**config.mk**
```make
export PLATFORM = sky130hd
export DESIGN_NAME = ps2_key_tracker
export DESIGN_NICKNAME = d
export VERILOG_FILES = /design/src/rtl/ps2_key_tracker.sv
export SDC_FILE = /design/constraint.sdc
export NUM_CORES = 1
export LEC_CHECK = 0
export CAP_MARGIN = 20
export CORE_UTILIZATION = 44
export DETAILED_ROUTE_END_ITERATION = 8
export HOLD_SLACK_MARGIN = 0.1
export PLACE_DENSITY = 0.76
export SLEW_MARGIN = 25
export SYNTH_ARGS = -nofsm -noshare
export SYNTH_HDL_FRONTEND = slang
export SYNTH_SLANG_ARGS = --single-unit
```
**constraint.sdc**
```tcl
create_clock -name clk -period 1.7 [get_ports clk]
set_input_delay 0.255 -clock clk [delete_from_list [all_inputs] [get_ports clk]]
set_output_delay 0.255 -clock clk [all_outputs]
set_load 0.01 [all_outputs]
```
**src/rtl/ps2_key_tracker.sv**
```systemverilog
`default_nettype none
// ============================================================================
//  Module   : ps2_key_tracker
//  Purpose  : Pops PS/2 scan-code bytes from a FIFO-backed receiver, strips
//             the E0 (extended) and F0 (break) prefixes, emits one-cycle
//             make/break/repeat events, tracks the single held key and keeps
//             a press counter that ignores typematic auto-repeat (optional).
//  Revision : 1.0  initial release
// ============================================================================
module ps2_key_tracker #(
  parameter int CNT_W   = 8,   // press-counter width, 1..16
  parameter int CNT_SAT = 0,   // 0: wrap modulo 2^CNT_W, 1: saturate at all-ones
  parameter int REP_CNT = 0    // 1: auto-repeat makes also count
) (
  input  logic             clk,
  input  logic             rst,
  input  logic             ready,
  input  logic [7:0]       data,
  input  logic             overflow,
  input  logic             clr,
  output logic             nextdata_n,
  output logic             evt_valid,
  output logic [7:0]       evt_code,
  output logic             evt_ext,
  output logic             evt_break,
  output logic             evt_repeat,
  output logic             key_held,
  output logic [7:0]       key_code,
  output logic             key_ext,
  output logic [7:0]       last_code,
  output logic [CNT_W-1:0] press_cnt,
  output logic             err,
  output logic             ovf_sticky
);

  localparam logic [7:0] C_BYTE_EXT = 8'hE0;
  localparam logic [7:0] C_BYTE_BRK = 8'hF0;
  localparam logic [7:0] C_BYTE_Z   = 8'h00;
  localparam logic [7:0] C_BYTE_F   = 8'hFF;

  typedef enum logic [1:0] {
    ST_IDLE    = 2'd0,
    ST_EXT     = 2'd1,
    ST_BRK     = 2'd2,
    ST_EXT_BRK = 2'd3
  } state_t;

  state_t           state_q,      state_d;
  logic             nextdata_n_q, nextdata_n_d;
  logic             evt_valid_q,  evt_valid_d;
  logic [7:0]       evt_code_q,   evt_code_d;
  logic             evt_ext_q,    evt_ext_d;
  logic             evt_break_q,  evt_break_d;
  logic             evt_repeat_q, evt_repeat_d;
  logic             key_held_q,   key_held_d;
  logic [7:0]       key_code_q,   key_code_d;
  logic             key_ext_q,    key_ext_d;
  logic [7:0]       last_code_q,  last_code_d;
  logic [CNT_W-1:0] press_cnt_q,  press_cnt_d;
  logic             err_q,        err_d;
  logic             ovf_sticky_q, ovf_sticky_d;

  logic             take;
  logic             cur_ext;
  logic             in_break;
  logic             key_match;
  logic             cnt_inc;
  logic [CNT_W-1:0] cnt_plus;

  // A byte is only sampled when no pop is outstanding; the pop cycle is the gap
  assign take      = ready & nextdata_n_q;
  assign cur_ext   = (state_q == ST_EXT) || (state_q == ST_EXT_BRK);
  assign in_break  = (state_q == ST_BRK) || (state_q == ST_EXT_BRK);
  assign key_match = key_held_q && (data == key_code_q) && (cur_ext == key_ext_q);

  // Incremented counter value: either wraps naturally or sticks at all-ones
  generate
    if (CNT_SAT != 0) begin : g_cnt_sat
      assign cnt_plus = (&press_cnt_q) ? press_cnt_q : press_cnt_q + CNT_W'(1);
    end else begin : g_cnt_wrap
      assign cnt_plus = press_cnt_q + CNT_W'(1);
    end
  endgenerate

  // Next-state decode for the prefix FSM, events, held key and counters
  always_comb begin
    state_d      = state_q;
    nextdata_n_d = 1'b1;
    evt_valid_d  = 1'b0;
    evt_code_d   = 8'h00;
    evt_ext_d    = 1'b0;
    evt_break_d  = 1'b0;
    evt_repeat_d = 1'b0;
    key_held_d   = key_held_q;
    key_code_d   = key_code_q;
    key_ext_d    = key_ext_q;
    last_code_d  = last_code_q;
    err_d        = 1'b0;
    cnt_inc      = 1'b0;

    if (take) begin
      nextdata_n_d = 1'b0;
      if (data == C_BYTE_EXT) begin
        // Extended prefix may follow or precede nothing else; F0 then E0 keeps break
        state_d = in_break ? ST_EXT_BRK : ST_EXT;
      end else if (data == C_BYTE_BRK) begin
        state_d = cur_ext ? ST_EXT_BRK : ST_BRK;
      end else if ((data == C_BYTE_Z) || (data == C_BYTE_F)) begin
        // Receiver error/overrun codes: drop the byte and any pending prefix
        err_d   = 1'b1;
        state_d = ST_IDLE;
      end else if (in_break) begin
        evt_valid_d = 1'b1;
        evt_code_d  = data;
        evt_ext_d   = cur_ext;
        evt_break_d = 1'b1;
        if (key_match) begin
          key_held_d = 1'b0;
          key_code_d = 8'h00;
          key_ext_d  = 1'b0;
        end
        state_d = ST_IDLE;
      end else begin
        evt_valid_d = 1'b1;
        evt_code_d  = data;
        evt_ext_d   = cur_ext;
        if (key_match) begin
          evt_repeat_d = 1'b1;
          cnt_inc      = (REP_CNT != 0);
        end else begin
          key_held_d  = 1'b1;
          key_code_d  = data;
          key_ext_d   = cur_ext;
          last_code_d = data;
          cnt_inc     = 1'b1;
        end
        state_d = ST_IDLE;
      end
    end

    // Clear wins over a same-cycle increment
    if (clr) begin
      press_cnt_d = '0;
    end else if (cnt_inc) begin
      press_cnt_d = cnt_plus;
    end else begin
      press_cnt_d = press_cnt_q;
    end

    // Overflow wins over clear so a coincident overflow is never lost
    if (overflow) begin
      ovf_sticky_d = 1'b1;
    end else if (clr) begin
      ovf_sticky_d = 1'b0;
    end else begin
      ovf_sticky_d = ovf_sticky_q;
    end
  end

  // State and registered outputs
  always_ff @(posedge clk or posedge rst) begin
    if (rst) begin
      state_q      <= ST_IDLE;
      nextdata_n_q <= 1'b1;
      evt_valid_q  <= 1'b0;
      evt_code_q   <= 8'h00;
      evt_ext_q    <= 1'b0;
      evt_break_q  <= 1'b0;
      evt_repeat_q <= 1'b0;
      key_held_q   <= 1'b0;
      key_code_q   <= 8'h00;
      key_ext_q    <= 1'b0;
      last_code_q  <= 8'h00;
      press_cnt_q  <= '0;
      err_q        <= 1'b0;
      ovf_sticky_q <= 1'b0;
    end else begin
      state_q      <= state_d;
      nextdata_n_q <= nextdata_n_d;
      evt_valid_q  <= evt_valid_d;
      evt_code_q   <= evt_code_d;
      evt_ext_q    <= evt_ext_d;
      evt_break_q  <= evt_break_d;
      evt_repeat_q <= evt_repeat_d;
      key_held_q   <= key_held_d;
      key_code_q   <= key_code_d;
      key_ext_q    <= key_ext_d;
      last_code_q  <= last_code_d;
      press_cnt_q  <= press_cnt_d;
      err_q        <= err_d;
      ovf_sticky_q <= ovf_sticky_d;
    end
  end

  assign nextdata_n = nextdata_n_q;
  assign evt_valid  = evt_valid_q;
  assign evt_code   = evt_code_q;
  assign evt_ext    = evt_ext_q;
  assign evt_break  = evt_break_q;
  assign evt_repeat = evt_repeat_q;
  assign key_held   = key_held_q;
  assign key_code   = key_code_q;
  assign key_ext    = key_ext_q;
  assign last_code  = last_code_q;
  assign press_cnt  = press_cnt_q;
  assign err        = err_q;
  assign ovf_sticky = ovf_sticky_q;

endmodule
`default_nettype wire
```
==> flow_metrics.tcl, run 1 <==
set metrics [dict create \
    drv_cap 0 \
    ys_types 43 \
    pre_cts_ws_ns -0.626 \
    cts_buffers 5 \
    rsz0062_at_grt "yes" \
    ys_async_sr_fraction 1.00 \
    vias_per_cell 5.61 \
    finalHoldViolations 0 \
    final_layout_size_suffix_gt1_frac 0.333 \
    area_growth_pct 54.9 \
    synth_cells 185 \
    yosys.area.top_type "dfrtp_1" \
    power_mw 2.95 \
    grt_pass1_wl_um 8510 \
    finalWeightedCongestion 0.791 \
    status "finished with violations" \
    drc_errors 3 \
    timing.final.crit_share 1.07 \
    fmax_mhz 551 \
    synthFlopType "dfrtp_1" \
    grt_pass1_vias 1712 \
    cp_max_fo 7 \
    coreArea_mm2 0.00447 \
    dp_hpwl_um 3680 \
    synth_top_cells_by_count "42 x dfrtp_1, 12 x inv_1, 12 x mux2_4" \
    start_util 0.470 \
    final_area_mm2 0.00326 \
    setup_tns_ns -1.69 \
    wl_per_cell_um 16.2 \
    antenna_found_initial 0 \
    holdWs_ns 0.307 \
    portBuffers 53 \
    final-max-slew-violation-count 0 \
    dieArea_mm2 0.00506 \
    hp-class "in2async" \
    finalClockSkew_ns 0.00421 \
    ys_ff_latch 43 \
    violations "DRC, setup timing" \
    yosys-top-cells-area "dfrtp_1 50%, mux2_4 8.6%, xnor2_1 3.8%, and2_1 3.0%, nor4_1 3.0%" \
    grt_usage 0.220 \
    syn_area_per_cell_um2 11.4 \
    dr.pass1.iters 8 \
    grt-ovfl-total 0 \
    cts_max_level 2 \
    crit_required_ns 1.88 \
    cts.sinks 43 \
    clkTransAtPathRegs_ns 0.08 \
    finalSetupViolCount 24 \
    seq_area_frac_synth 0.513 \
    num_vias 1890 \
    worstPathArrival_ns 2.00 \
    cts_hold_buf 0 \
    setup_ws_ns -0.115 \
    synth_edf_count 0 \
    ant_nets 0 \
    insertedDiodeCount 0 \
    power_density_mw_per_mm2 906 \
    fin_crit_ns 1.82 \
    die_y_um 71.1 \
    worst_slew_pin_slew_ns 0.381 \
    critPathKind "reg2reg" \
    pin_count 54 \
    synth_nets 199 \
    grt_max_degree 25 \
    dpl-instance-area_mm2 0.00297 \
    root_buffer "clkbuf_8" \
    layout.nets 298 \
    netlist.area_leader.share 0.500 \
    clk_path_buf_depth 2 \
    clkLatencyLatePin_ns 0.29 \
    drtIter0Drc 145 \
    endpoint_kind "register" \
    yosysWarningCount 0 \
    rows 24 \
    synth_most_common_cell "dfrtp_1" \
    critPathLaunchType "register" \
    synthesis.area_mm2 0.00210 \
    cts_tree "yes" \
    fp.dieW_um 71.1 \
    relSlewSlack 0.744 \
    ir_worst_vdd_mv 0.513 \
    p_leak_nw 1.42 \
    wl_um 5460 \
]
## per-stage QoR
step                std cells  utilization
global route              337        0.728
global placement          322        0.664
finish                    337        0.728
floorplan                 185            -
detailed placement        322        0.664
CTS                       334        0.703
## worst paths after layout
| kind | from | endpoint | slack, ns | cells after the start |
|---|---|---|---|---|
| setup / recovery | nextdata_n | press_cnt[1] | -0.12 | 7 |
| hold / removal | rst | press_cnt[3] | 0.31 | 3 |
| setup reg to reg | nextdata_n | press_cnt[1] | -0.12 | 7 |
| hold reg to reg | ovf_sticky | ovf_sticky | 0.50 | 1 |
| max in group asynchronous | rst | nextdata_n | 1.12 | 3 |
| min in group clk | data[4] | evt_code[4] | 0.48 | 2 |
## registers in the layout, indices dropped and copies added (netlist names)
signal / flops
key_code: 8
evt_code: 8
evt_repeat: 1
state_q: 2
ovf_sticky: 1
evt_ext: 1
evt_break: 1
press_cnt: 8
key_held: 1
key_ext: 1
last_code: 8
evt_valid: 1
err: 1
nextdata_n: 1
## power breakdown
part	internal (mW)	switching, mW
Sequential	1.15	0.0868
Combinational	0.611	0.475
Clock	0.289	0.336
Total	2.05	0.897
## placed cells by master (no fill, tap or decap), drive strengths merged, types with 4 or more instances in the layout
master,n
nor2,12
nand4,4
inv,13
clkdlybuf4s50,44
o22ai,9
nor4,11
a31oi,9
mux2,12
a21oi,8
and2,11
clkbuf,8
dfrtp,42
nand2,6
dlygate4sd2,8
buf,46
xnor2,9
## cell type report
cell class / count / area (um2)
flip-flops and latches: 43 / 1080
clock inverters: 1 / 5.00
fillers: 307 / 1220
inverters: 13 / 51.3
multi-input cells: 121 / 1060
clock buffers: 7 / 76.3
repair buffers: 100 / 922
well taps: 52 / 65.1
## metal layers
metal | routed length [um] | global-route usage | vias up
met3 | 216 | 0.0442 | 11
li1 | - | - | 868
met5 | 0 | 0 | -
met4 | 74 | 0.0578 | 0
met1 | 2580 | 0.311 | 948
met2 | 2590 | 0.347 | 63
## kinds of logic (layout without fill, tap and decap cells)
| kind of cell | after synthesis | in the layout | synth area share |
|---|---|---|---|
| and+or+nand+nor | 62 | 63 | 0.186 |
| DFF | 43 | 43 | 0.513 |
| AOI/OAI and AO/OA | 35 | 36 | 0.111 |
| buffers and inverters | 23 | 121 | 0.0607 |
| muxes | 12 | 12 | 0.0857 |
| xor gates and xnor gates | 9 | 9 | 0.0375 |
| adders and majority gates | 1 | 1 | 0.00595 |
## timing repair
item                       4_1_cts  5_1_grt
buffers inserted                 3        1
pin swaps                        4       16
gates cloned                     1        2
gates resized for setup         20       14
setup endpoints to repair       37       26
## critical path, stage by stage, from the launching register on
cell,delay (ns)
dfstp_2,0.56
nand2_4,0.08
a211oi_4,0.28
o21ai_4,0.11
buf_12,0.16
buf_6,0.11
o211a_1,0.20
a31o_2,0.20
(Power assumes the default switching activity.)
==> inputs of run 2 (changes only) <==
GPL_TIMING_DRIVEN = 0   (was unset)
==> flow_metrics.tcl, run 2 (same netlist as run 1, synthesis figures left out) <==
set metrics [dict create \
    status "finished with violations" \
    violations "DRC, setup timing" \
    drtIter0Drc 144 \
    critPathKind "reg2reg" \
    final-max-slew-violation-count 0 \
    fin_crit_ns 1.92 \
    cts_buffers 5 \
    holdPathEnd "evt_code[4]" \
    worst_slew_pin_slew_ns 0.581 \
    fp.dieW_um 71.1 \
    power_density_mw_per_mm2 930 \
    grt_max_degree 24 \
    drv_cap 0 \
    p_leak_nw 1.33 \
    crit_required_ns 1.87 \
    final_common_cell "clkdlybuf4s50_1" \
    multi_input_area_um2 988 \
    grt_usage 0.210 \
    rsz0062_at_grt "yes" \
    finalWeightedCongestion 0.817 \
    timing.final.crit_share 1.13 \
    final_area_mm2 0.00308 \
    setup_ws_ns -0.225 \
    num_vias 1807 \
    nFillCells 324 \
    root_buffer "clkbuf_8" \
    layout.nets 283 \
    ant_nets 0 \
    r2r-start "key_code[0]" \
    pin_count 54 \
    clkLatencyLatePin_ns 0.29 \
    register_area_mm2 0.00108 \
    grt_pass1_wl_um 8160 \
    grt-ovfl-total 0 \
    holdPathStages 2 \
    worst-r2r-cell-count 7 \
    clk_path_buf_depth 2 \
    vias_per_cell 5.61 \
    dp_hpwl_um 3370 \
    wl_per_cell_um 16.6 \
    fmax_mhz 520 \
    worstHoldStart "data[4]" \
    final_layout_size_suffix_gt1_frac 0.285 \
    critPathLaunchType "register" \
    rows 24 \
    dpl-instance-area_mm2 0.00275 \
    die_y_um 71.1 \
    relSlewSlack 0.613 \
    portBuffers 52 \
    drc_errors 3 \
    clkTransAtPathRegs_ns 0.08 \
    critPathSlowestCell "dfrtp_1" \
    crit_buf_inv 2 \
    path_cells "xnor2_1, nand4_1, buf_4, nor3_2, buf_4, nor2_8, mux2_4" \
    coreArea_mm2 0.00447 \
    insertedDiodeCount 0 \
    antenna_found_initial 0 \
    path_common_cell "buf_4" \
    finalHoldViolations 0 \
    endpoint_kind "register" \
    setup_tns_ns -5.80 \
    critical-path-max-stage-delay_ns 0.40 \
    cts.sinks 43 \
    r2r_setup_slack_ns -0.22 \
    ir_worst_vdd_mv 0.593 \
    cts_tree "yes" \
    r2r-end "last_code[2]" \
    grt_pass1_vias 1665 \
    cts_max_level 2 \
    finalSetupViolCount 36 \
    cp_max_fo 5 \
    cts_hold_buf 0 \
    worstPathArrival_ns 2.10 \
    dieArea_mm2 0.00506 \
    start_util 0.470 \
    cp_top_family "simple AND/OR/NAND/NOR gates" \
    finalClockSkew_ns 0.00780 \
    dr.pass1.iters 7 \
    wl_um 5360 \
    area_growth_pct 46.3 \
    most-common-layout-cells "43 x clkdlybuf4s50_1, 42 x dfrtp_1, 22 x buf_4" \
    hp-class "in2reg" \
]
-- run 2: cell types whose count changed in the layout (fill, tap and decap cells not counted), moves of 2 or more --
cell	before	now
nor4_2	3	1
nor3_4	2	0
dlygate4sd2_1	8	6
buf_4	40	22
xnor2_2	3	0
inv_2	0	2
nor3_2	1	3
xnor2_1	6	9
buf_6	5	8
-- run 2: cell type report --
type	count	area share
flip-flops and latches	43	0.350
multi-input cells	121	0.321
repair buffers	75	0.231
plain buffers	10	0.0325
clock buffers	6	0.0236
well taps	52	0.0212
inverters	13	0.0159
clock inverters	2	0.00407
-- run 2: per-stage QoR --
step	hold slack (ns)	instances	power, mW	setup slack, ns	utilization
2_1_floorplan	0.321	185	1.72	-0.0400	-
3_3_place_gp	0.465	289	2.09	-0.845	0.609
3_5_place_dp	0.474	290	2.11	-0.890	0.615
4_1_cts	0.234	317	2.83	-0.134	0.676
5_1_grt	0.245	322	2.99	-0.281	0.687
6_report	0.241	322	2.86	-0.225	0.687
-- run 2: routing by layer --
metal	vias to the layer above	track usage	wire (um)	part of all wire
li1	838	-	-	-
met1	896	0.291	2440	0.46
met2	67	0.333	2610	0.49
met3	6	0.0399	244	0.046
met4	0	0.0756	60	0.011
met5	-	0	0	0
-- run 2: worst max path at each step --
stage,startpoint,endpoint,slack [ns],depth (start not counted)
CTS,data[0],evt_code[3],-0.13,8
global route,data[6],key_code[4],-0.28,7
global placement,data[3],evt_code[3],-0.84,7
finish,key_code[0],last_code[2],-0.22,7
detailed placement,data[3],evt_code[3],-0.89,7
floorplan,nextdata_n,last_code[0],-0.04,6
-- run 2: repair_timing --
action                     CTS  global route
pin swaps                   15             4
buffers inserted            16             4
setup endpoints to repair   38            37
resized for setup           19             7
cloned                       3             1
-- run 2: where the power goes --
| part | switching [mW] | leakage, nW | internal (mW) |
|---|---|---|---|
| clock | 0.340 | 0.0412 | 0.287 |
| sequential | 0.0881 | 0.540 | 1.15 |
| combinational | 0.445 | 0.753 | 0.547 |
